[config.mk]
export PLATFORM = sky130hd
export DESIGN_NAME = cdb_arbiter_flat
export DESIGN_NICKNAME = d
export VERILOG_FILES = /design/src/rtl/cdb_arbiter_if.sv /design/src/rtl/cdb_arbiter.sv /design/src/flat_wrapper.sv
export SDC_FILE = /design/constraint.sdc
export NUM_CORES = 1
export LEC_CHECK = 0
export ABC_AREA = 1
export BUFFER_PORTS_ARGS = -buffer_cell sky130_fd_sc_hd__buf_2
export CORE_MARGIN = 2
export CORE_UTILIZATION = 35
export DETAILED_ROUTE_END_ITERATION = 7
export PLACE_DENSITY_LB_ADDON = 0.3
export SKIP_LAST_GASP = 1
export SLEW_MARGIN = 20
export SYNTH_ARGS = -nofsm -noshare
export SYNTH_HDL_FRONTEND = slang
export SYNTH_SLANG_ARGS = --single-unit
[constraint.sdc]
create_clock -name clk_in -period 4.1 [get_ports clk_in]
set_input_delay 0.82 -clock clk_in [delete_from_list [all_inputs] [get_ports clk_in]]
set_output_delay 0.82 -clock clk_in [all_outputs]
set_load 0.1 [all_outputs]
[src/rtl/cdb_arbiter_if.sv]
// Result handoff from execution units into the CDB arbiter, and the registered
// CDB broadcast back out to the ROB and reservation stations.
interface cdb_arbiter_if #(
    parameter int NUM_SRC = 4,
    parameter int SRC_BIT = 2,
    parameter int ROB_BIT = 5
);
    logic [NUM_SRC-1:0]         req_valid;
    logic [NUM_SRC-1:0]         req_ready;
    logic [NUM_SRC*ROB_BIT-1:0] req_entry;
    logic [NUM_SRC*32-1:0]      req_value;
    logic [NUM_SRC*32-1:0]      req_next_pc;

    logic                       cdb_valid;
    logic [ROB_BIT-1:0]         cdb_entry;
    logic [31:0]                cdb_value;
    logic [31:0]                cdb_next_pc;
    logic [SRC_BIT-1:0]         cdb_src;

    modport master (
        output req_valid, req_entry, req_value, req_next_pc,
        input  req_ready,
        input  cdb_valid, cdb_entry, cdb_value, cdb_next_pc, cdb_src
    );

    modport slave (
        input  req_valid, req_entry, req_value, req_next_pc,
        output req_ready,
        output cdb_valid, cdb_entry, cdb_value, cdb_next_pc, cdb_src
    );
endinterface

[src/rtl/cdb_arbiter.sv]
// Round-robin arbiter sharing the common data bus among execution units, with a
// one-entry holding slot per unit and a registered broadcast.
module cdb_arbiter #(
    parameter int NUM_SRC = 4,
    parameter int SRC_BIT = 2,
    parameter int ROB_BIT = 5
) (
    input  logic            clk_in,
    input  logic            rst_in,
    input  logic            rdy_in,
    input  logic            flush,
    cdb_arbiter_if.slave    bus
);

    logic [NUM_SRC-1:0]              hold_valid_q, hold_valid_d;
    logic [NUM_SRC-1:0][ROB_BIT-1:0] hold_entry_q, hold_entry_d;
    logic [NUM_SRC-1:0][31:0]        hold_value_q, hold_value_d;
    logic [NUM_SRC-1:0][31:0]        hold_next_pc_q, hold_next_pc_d;
    logic [SRC_BIT-1:0]              rr_ptr_q, rr_ptr_d;

    logic                            cdb_valid_q, cdb_valid_d;
    logic [ROB_BIT-1:0]              cdb_entry_q, cdb_entry_d;
    logic [31:0]                     cdb_value_q, cdb_value_d;
    logic [31:0]                     cdb_next_pc_q, cdb_next_pc_d;
    logic [SRC_BIT-1:0]              cdb_src_q, cdb_src_d;

    logic                            grant_vld;
    logic [SRC_BIT-1:0]              grant_idx;
    logic [NUM_SRC-1:0]              grant_oh;
    logic [NUM_SRC-1:0]              req_ready;
    logic [NUM_SRC-1:0]              accept;

    function automatic logic [SRC_BIT-1:0] scan_idx(input logic [SRC_BIT-1:0] base, input int k);
        int s;
        s = int'(base) + k;
        if (s >= NUM_SRC) s = s - NUM_SRC;
        return SRC_BIT'(s);
    endfunction

    // Scanning downward lets the slot closest to rr_ptr overwrite the others.
    always_comb begin
        grant_vld = 1'b0;
        grant_idx = '0;
        grant_oh  = '0;
        for (int k = NUM_SRC - 1; k >= 0; k--) begin
            if (hold_valid_q[scan_idx(rr_ptr_q, k)]) begin
                grant_vld = 1'b1;
                grant_idx = scan_idx(rr_ptr_q, k);
            end
        end
        if (grant_vld) grant_oh[grant_idx] = 1'b1;
    end

    // A slot draining this cycle can take a new result on the same edge.
    assign req_ready     = {NUM_SRC{rst_in && rdy_in && !flush}} & (~hold_valid_q | grant_oh);
    assign accept        = bus.req_valid & req_ready;
    assign bus.req_ready = req_ready;

    always_comb begin
        hold_valid_d   = hold_valid_q;
        hold_entry_d   = hold_entry_q;
        hold_value_d   = hold_value_q;
        hold_next_pc_d = hold_next_pc_q;
        rr_ptr_d       = rr_ptr_q;
        cdb_valid_d    = cdb_valid_q;
        cdb_entry_d    = cdb_entry_q;
        cdb_value_d    = cdb_value_q;
        cdb_next_pc_d  = cdb_next_pc_q;
        cdb_src_d      = cdb_src_q;

        if (rdy_in) begin
            if (flush) begin
                hold_valid_d = '0;
                cdb_valid_d  = 1'b0;
            end else begin
                cdb_valid_d = grant_vld;
                if (grant_vld) begin
                    cdb_entry_d             = hold_entry_q[grant_idx];
                    cdb_value_d             = hold_value_q[grant_idx];
                    cdb_next_pc_d           = hold_next_pc_q[grant_idx];
                    cdb_src_d               = grant_idx;
                    hold_valid_d[grant_idx] = 1'b0;
                    rr_ptr_d = (grant_idx == SRC_BIT'(NUM_SRC - 1)) ? '0 : grant_idx + 1'b1;
                end
                for (int i = 0; i < NUM_SRC; i++) begin
                    if (accept[i]) begin
                        hold_valid_d[i]   = 1'b1;
                        hold_entry_d[i]   = bus.req_entry[i*ROB_BIT +: ROB_BIT];
                        hold_value_d[i]   = bus.req_value[i*32 +: 32];
                        hold_next_pc_d[i] = bus.req_next_pc[i*32 +: 32];
                    end
                end
            end
        end
    end

    always_ff @(posedge clk_in) begin
        if (!rst_in) begin
            hold_valid_q   <= '0;
            hold_entry_q   <= '0;
            hold_value_q   <= '0;
            hold_next_pc_q <= '0;
            rr_ptr_q       <= '0;
            cdb_valid_q    <= 1'b0;
            cdb_entry_q    <= '0;
            cdb_value_q    <= '0;
            cdb_next_pc_q  <= '0;
            cdb_src_q      <= '0;
        end else begin
            hold_valid_q   <= hold_valid_d;
            hold_entry_q   <= hold_entry_d;
            hold_value_q   <= hold_value_d;
            hold_next_pc_q <= hold_next_pc_d;
            rr_ptr_q       <= rr_ptr_d;
            cdb_valid_q    <= cdb_valid_d;
            cdb_entry_q    <= cdb_entry_d;
            cdb_value_q    <= cdb_value_d;
            cdb_next_pc_q  <= cdb_next_pc_d;
            cdb_src_q      <= cdb_src_d;
        end
    end

    assign bus.cdb_valid   = cdb_valid_q;
    assign bus.cdb_entry   = cdb_entry_q;
    assign bus.cdb_value   = cdb_value_q;
    assign bus.cdb_next_pc = cdb_next_pc_q;
    assign bus.cdb_src     = cdb_src_q;

endmodule

[src/flat_wrapper.sv]
// flat-port wrapper written by rule: the top's interface ports become plain ports
module cdb_arbiter_flat 
#(
    parameter int NUM_SRC = 4,
    parameter int SRC_BIT = 2,
    parameter int ROB_BIT = 5
)
  (clk_in, rst_in, rdy_in, flush, bus_req_valid, bus_req_entry, bus_req_value, bus_req_next_pc, bus_req_ready, bus_cdb_valid, bus_cdb_entry, bus_cdb_value, bus_cdb_next_pc, bus_cdb_src);
  cdb_arbiter_if #(.NUM_SRC(NUM_SRC), .SRC_BIT(SRC_BIT), .ROB_BIT(ROB_BIT)) bus_i ();
  input  logic clk_in;
  input  logic rst_in;
  input  logic rdy_in;
  input  logic flush;
  input wire logic [$bits(bus_i.req_valid)-1:0] bus_req_valid;
  input wire logic [$bits(bus_i.req_entry)-1:0] bus_req_entry;
  input wire logic [$bits(bus_i.req_value)-1:0] bus_req_value;
  input wire logic [$bits(bus_i.req_next_pc)-1:0] bus_req_next_pc;
  output wire logic [$bits(bus_i.req_ready)-1:0] bus_req_ready;
  output wire logic [$bits(bus_i.cdb_valid)-1:0] bus_cdb_valid;
  output wire logic [$bits(bus_i.cdb_entry)-1:0] bus_cdb_entry;
  output wire logic [$bits(bus_i.cdb_value)-1:0] bus_cdb_value;
  output wire logic [$bits(bus_i.cdb_next_pc)-1:0] bus_cdb_next_pc;
  output wire logic [$bits(bus_i.cdb_src)-1:0] bus_cdb_src;
  assign bus_i.req_valid = bus_req_valid;
  assign bus_i.req_entry = bus_req_entry;
  assign bus_i.req_value = bus_req_value;
  assign bus_i.req_next_pc = bus_req_next_pc;
  assign bus_req_ready = bus_i.req_ready;
  assign bus_cdb_valid = bus_i.cdb_valid;
  assign bus_cdb_entry = bus_i.cdb_entry;
  assign bus_cdb_value = bus_i.cdb_value;
  assign bus_cdb_next_pc = bus_i.cdb_next_pc;
  assign bus_cdb_src = bus_i.cdb_src;
  cdb_arbiter #(.NUM_SRC(NUM_SRC), .SRC_BIT(SRC_BIT), .ROB_BIT(ROB_BIT)) u_core (.clk_in(clk_in), .rst_in(rst_in), .rdy_in(rdy_in), .flush(flush), .bus(bus_i));
endmodule
==> reports/qor.yml <==
status:
  status: "completed"
place:
  dp_hpwl_um: 36650
  count_of_input_and_output_buffers: 359
  place.gp.congestion: 0.8333
setup_path:
  cp.required_ps: 3280
  timing.setup.critical_path_class: "reg -> out"
  timing.critical_path.slowest_stage_cell: "sky130_fd_sc_hd__dfxtp_1"
  timing.critical_path.buf_inv: 4
  r2r_end: "u_core.bus.cdb_next_pc[19]"
  cp_top_family: "buffers and inverters"
  crit_path_end_kind: "primary output"
  worst_path_max_stage_delay_ps: 560
  crit_top_cell: "sky130_fd_sc_hd__nand2_1"
  critPathLaunchType: "register"
  cp_data_arrival_time_ps: 2920
  reg2reg_from: "u_core.rr_ptr_q[0]"
  reg2reg_slack_ps: 760
  worstPathCellList: "inv_2 > nand2_1 > nand2_1 > nand2_1 > inv_2 > nand2_1 > nand2_1 > nor2_4 > buf_4 > nand2_1 > a21oi_1 > buf_12"
  critical_path_peak_fanout: 18
  r2r_cells: 13
finish:
  seq_area_mm2: 0.007087
  n_fill_cell: 5300
  layout.core_utilization: 0.4301
  final_nets: 3271
  flow.area_growth_from_synthesis_pct: 21.19
  drive_above_1_share: 0.1743
  multi_input_area_mm2: 0.007171
sta:
  maxSlewHeadroom: 0.2692
  skew_ps: 14.04
  holdWs_ps: 451.6
  period_share: 0.9130
  shortest_period_the_worst_path_allows_ps: 3743
  final-setup-viol-count: 0
  rsz0062_at_grt: "no"
  report.final.slew_viol_count: 0
  timing_worst_slew_pin_value_ps: 1096
  timing.fmax_mhz: 267.2
  timing_hold_violations_final: 0
  timing.setup.tns_ps: 0
yosys:
  yosys_warnings: 0
  yosys_register_bits: 354
  synthDistinctLibCells: 23
  ys_seq_area_frac: 0.4080
  netlist_area_mm2: 0.01737
  syn_nets: 3035
  synth_cells: 2749
  synth_area_per_cell_um2: 6.319
route:
  drt-wirelength-per-cell_um: 16.08
  wl_um: 59200
  drc: 0
  avgViaCountPerCell: 4.745
  postRouteAntennaNets: 0
  firstDrtPassIters: 5
  detailedRoute.firstIterationViolations: 1106
  detailroute.via_count: 17472
hold_path:
  hp-start: "u_core.hold_value_q[25]"
  hold-path-cell-count: 2
  worstHoldPathType: "reg -> reg"
  timing.hold.worst_endpoint: "u_core.hold_value_q[25]"
floorplanning:
  num_ports: 360
  floorplan.core_area_mm2: 0.04895
  die_area_mm2: 0.05143
  die_w_um: 226.8
  starting_utilization_of_the_core_area: 0.3549
  dieHeight_um: 226.8
  core.rowCount: 81
clocking:
  cts_max_path_buffers: 3
  cts.clk_slew.worst_paths_ps: 60
  cts_htree_levels: 2
  postCtsHoldBufs: 0
  clock_root_cell: "sky130_fd_sc_hd__clkbuf_16"
  number_of_sinks_driven_by_the_clock_tree: 354
  clk_latency_ps: 560
  tritoncts_clock_tree: "yes"
  postCtsSetupRepairBufs: 0
  cts_resized: 0
  cts_made_buffers: 43
power:
  clockPowerShare: 0.412
  seq_power_share: 0.390
  peakVddDrop_mv: 0.2680
  static-leakage-power_uw: 0.01109
  swShare: 0.3140
  powerDensity_mw_per_mm2: 445.7
  power.internal_uw: 6436
  comb_power_share: 0.199
  total_switching_power_uw: 2947
grt:
  grt_start_max_net_pins: 141
  initial_antenna_violation_count: 7
  grt_usage: 0.2266
  grt_first_pass_wirelength_um: 90890
  grt.overflow.total: 0
  grt_pass1_vias: 16433
flow_run:
  maxCapViolations: 0
==> per-stage QoR <==
stage / total power (uW) / cell area [um^2] / instances / setup slack (ps)
floorplan: 5019 / 17380 / 2749 / 533.4
global placement: 5589 / 19610 / 3604 / 859.1
detailed placement: 5596 / 19610 / 3604 / 830.5
CTS: 9474 / 21050 / 3681 / 277.3
global route: 9817 / 21050 / 3682 / 32.83
finish: 9383 / 21050 / 3682 / 356.8
==> cell families (layout without fill, tap and decap cells) <==
logic type                 count (synthesis)  count (layout)  share of synthesized area
buffers and inverters                    838            1106                     0.1853
adders and majority gates                  2               2                   0.001440
AOI/OAI and AO/OA                        297             297                    0.08586
and+or+nand+nor                         1258            1258                     0.3195
DFF                                      354             354                     0.4080
other                                      0               1                          0
==> state kept, by name, summed over array words and instances, names as in the netlist <==
name                    flops
u_core.hold_next_pc_q     128
u_core.rr_ptr_q             2
u_core.hold_value_q       128
u_core.bus.cdb_next_pc     32
u_core.bus.cdb_src          2
u_core.hold_entry_q        20
u_core.bus.cdb_entry        5
u_core.bus.cdb_valid        1
u_core.bus.cdb_value       32
u_core.hold_valid_q         4
==> how the worst max path moves through the flow <==
stage / depth (start not counted) / slack, ps / endpoint / start
4_1_cts: 12 / 280 / bus_req_ready[0] / u_core.rr_ptr_q[0]
3_5_place_dp: 6 / 830 / bus_req_ready[0] / rdy_in
2_1_floorplan: 20 / 530 / u_core.hold_next_pc_q[30] / u_core.rr_ptr_q[0]
6_report: 12 / 360 / bus_req_ready[1] / u_core.rr_ptr_q[0]
5_1_grt: 12 / 30 / bus_req_ready[0] / u_core.rr_ptr_q[0]
3_3_place_gp: 6 / 860 / bus_req_ready[0] / rdy_in
==> layout by cell type (no fill, tap or decap), drive strengths merged <==
cell,netlist,routed
inv,641,646
nand2,583,583
buf,77,386
nand3,359,359
dfxtp,354,354
nor2,177,177
a21oi,152,152
o21ai,144,144
nand4,138,138
clkbuf,118,66
clkinv,2,6
ha,2,2
bufinv,0,2
diode,0,1
or2,1,1
o22ai,1,1
==> power by group through the flow <==
stage | combinational [uW] | sequential, uW | clock [uW]
6_report | 1860 | 3660 | 3860
4_1_cts | 1870 | 3660 | 3940
5_1_grt | 2070 | 3670 | 4080
2_1_floorplan | 988 | 4030 | 0
3_5_place_dp | 1860 | 3730 | 0
3_3_place_gp | 1860 | 3730 | 0
==> cell type report <==
cell class | instances | area share
well taps | 664 | 0.03947
clock buffers | 66 | 0.06235
multi-input cells | 1557 | 0.3406
diodes | 1 | 0.0001189
flip-flops and latches | 354 | 0.3366
clock inverters | 11 | 0.005825
repair buffers | 386 | 0.1001
inverters | 643 | 0.1149
==> Yosys cell counts, drive strengths merged <==
cell type	count	area share
nand2	583	0.13
clkbuf	118	0.025
ha	2	0.0014
nand4	138	0.050
o22ai	1	0.00036
buf	77	0.021
a21oi	152	0.044
or2	1	0.00036
inv	641	0.14
nand3	359	0.10
clkinv	2	0.00043
dfxtp	354	0.41
nor2	177	0.039
o21ai	144	0.042
==> worst min-delay path: stages (launching register included) <==
cell and delay (ps):
sky130_fd_sc_hd__dfxtp_1 290, sky130_fd_sc_hd__inv_1 60, sky130_fd_sc_hd__a21oi_1 50
==> metal layers <==
metal	up-vias	GRT usage	routed length (um)
met3	102	0.04147	3844
met2	538	0.3742	27270
met1	7929	0.3018	26730
met5	-	0	55
li1	8895	-	-
met4	8	0.06324	1298
No activity file was read; power rests on OpenSTA's default activity.
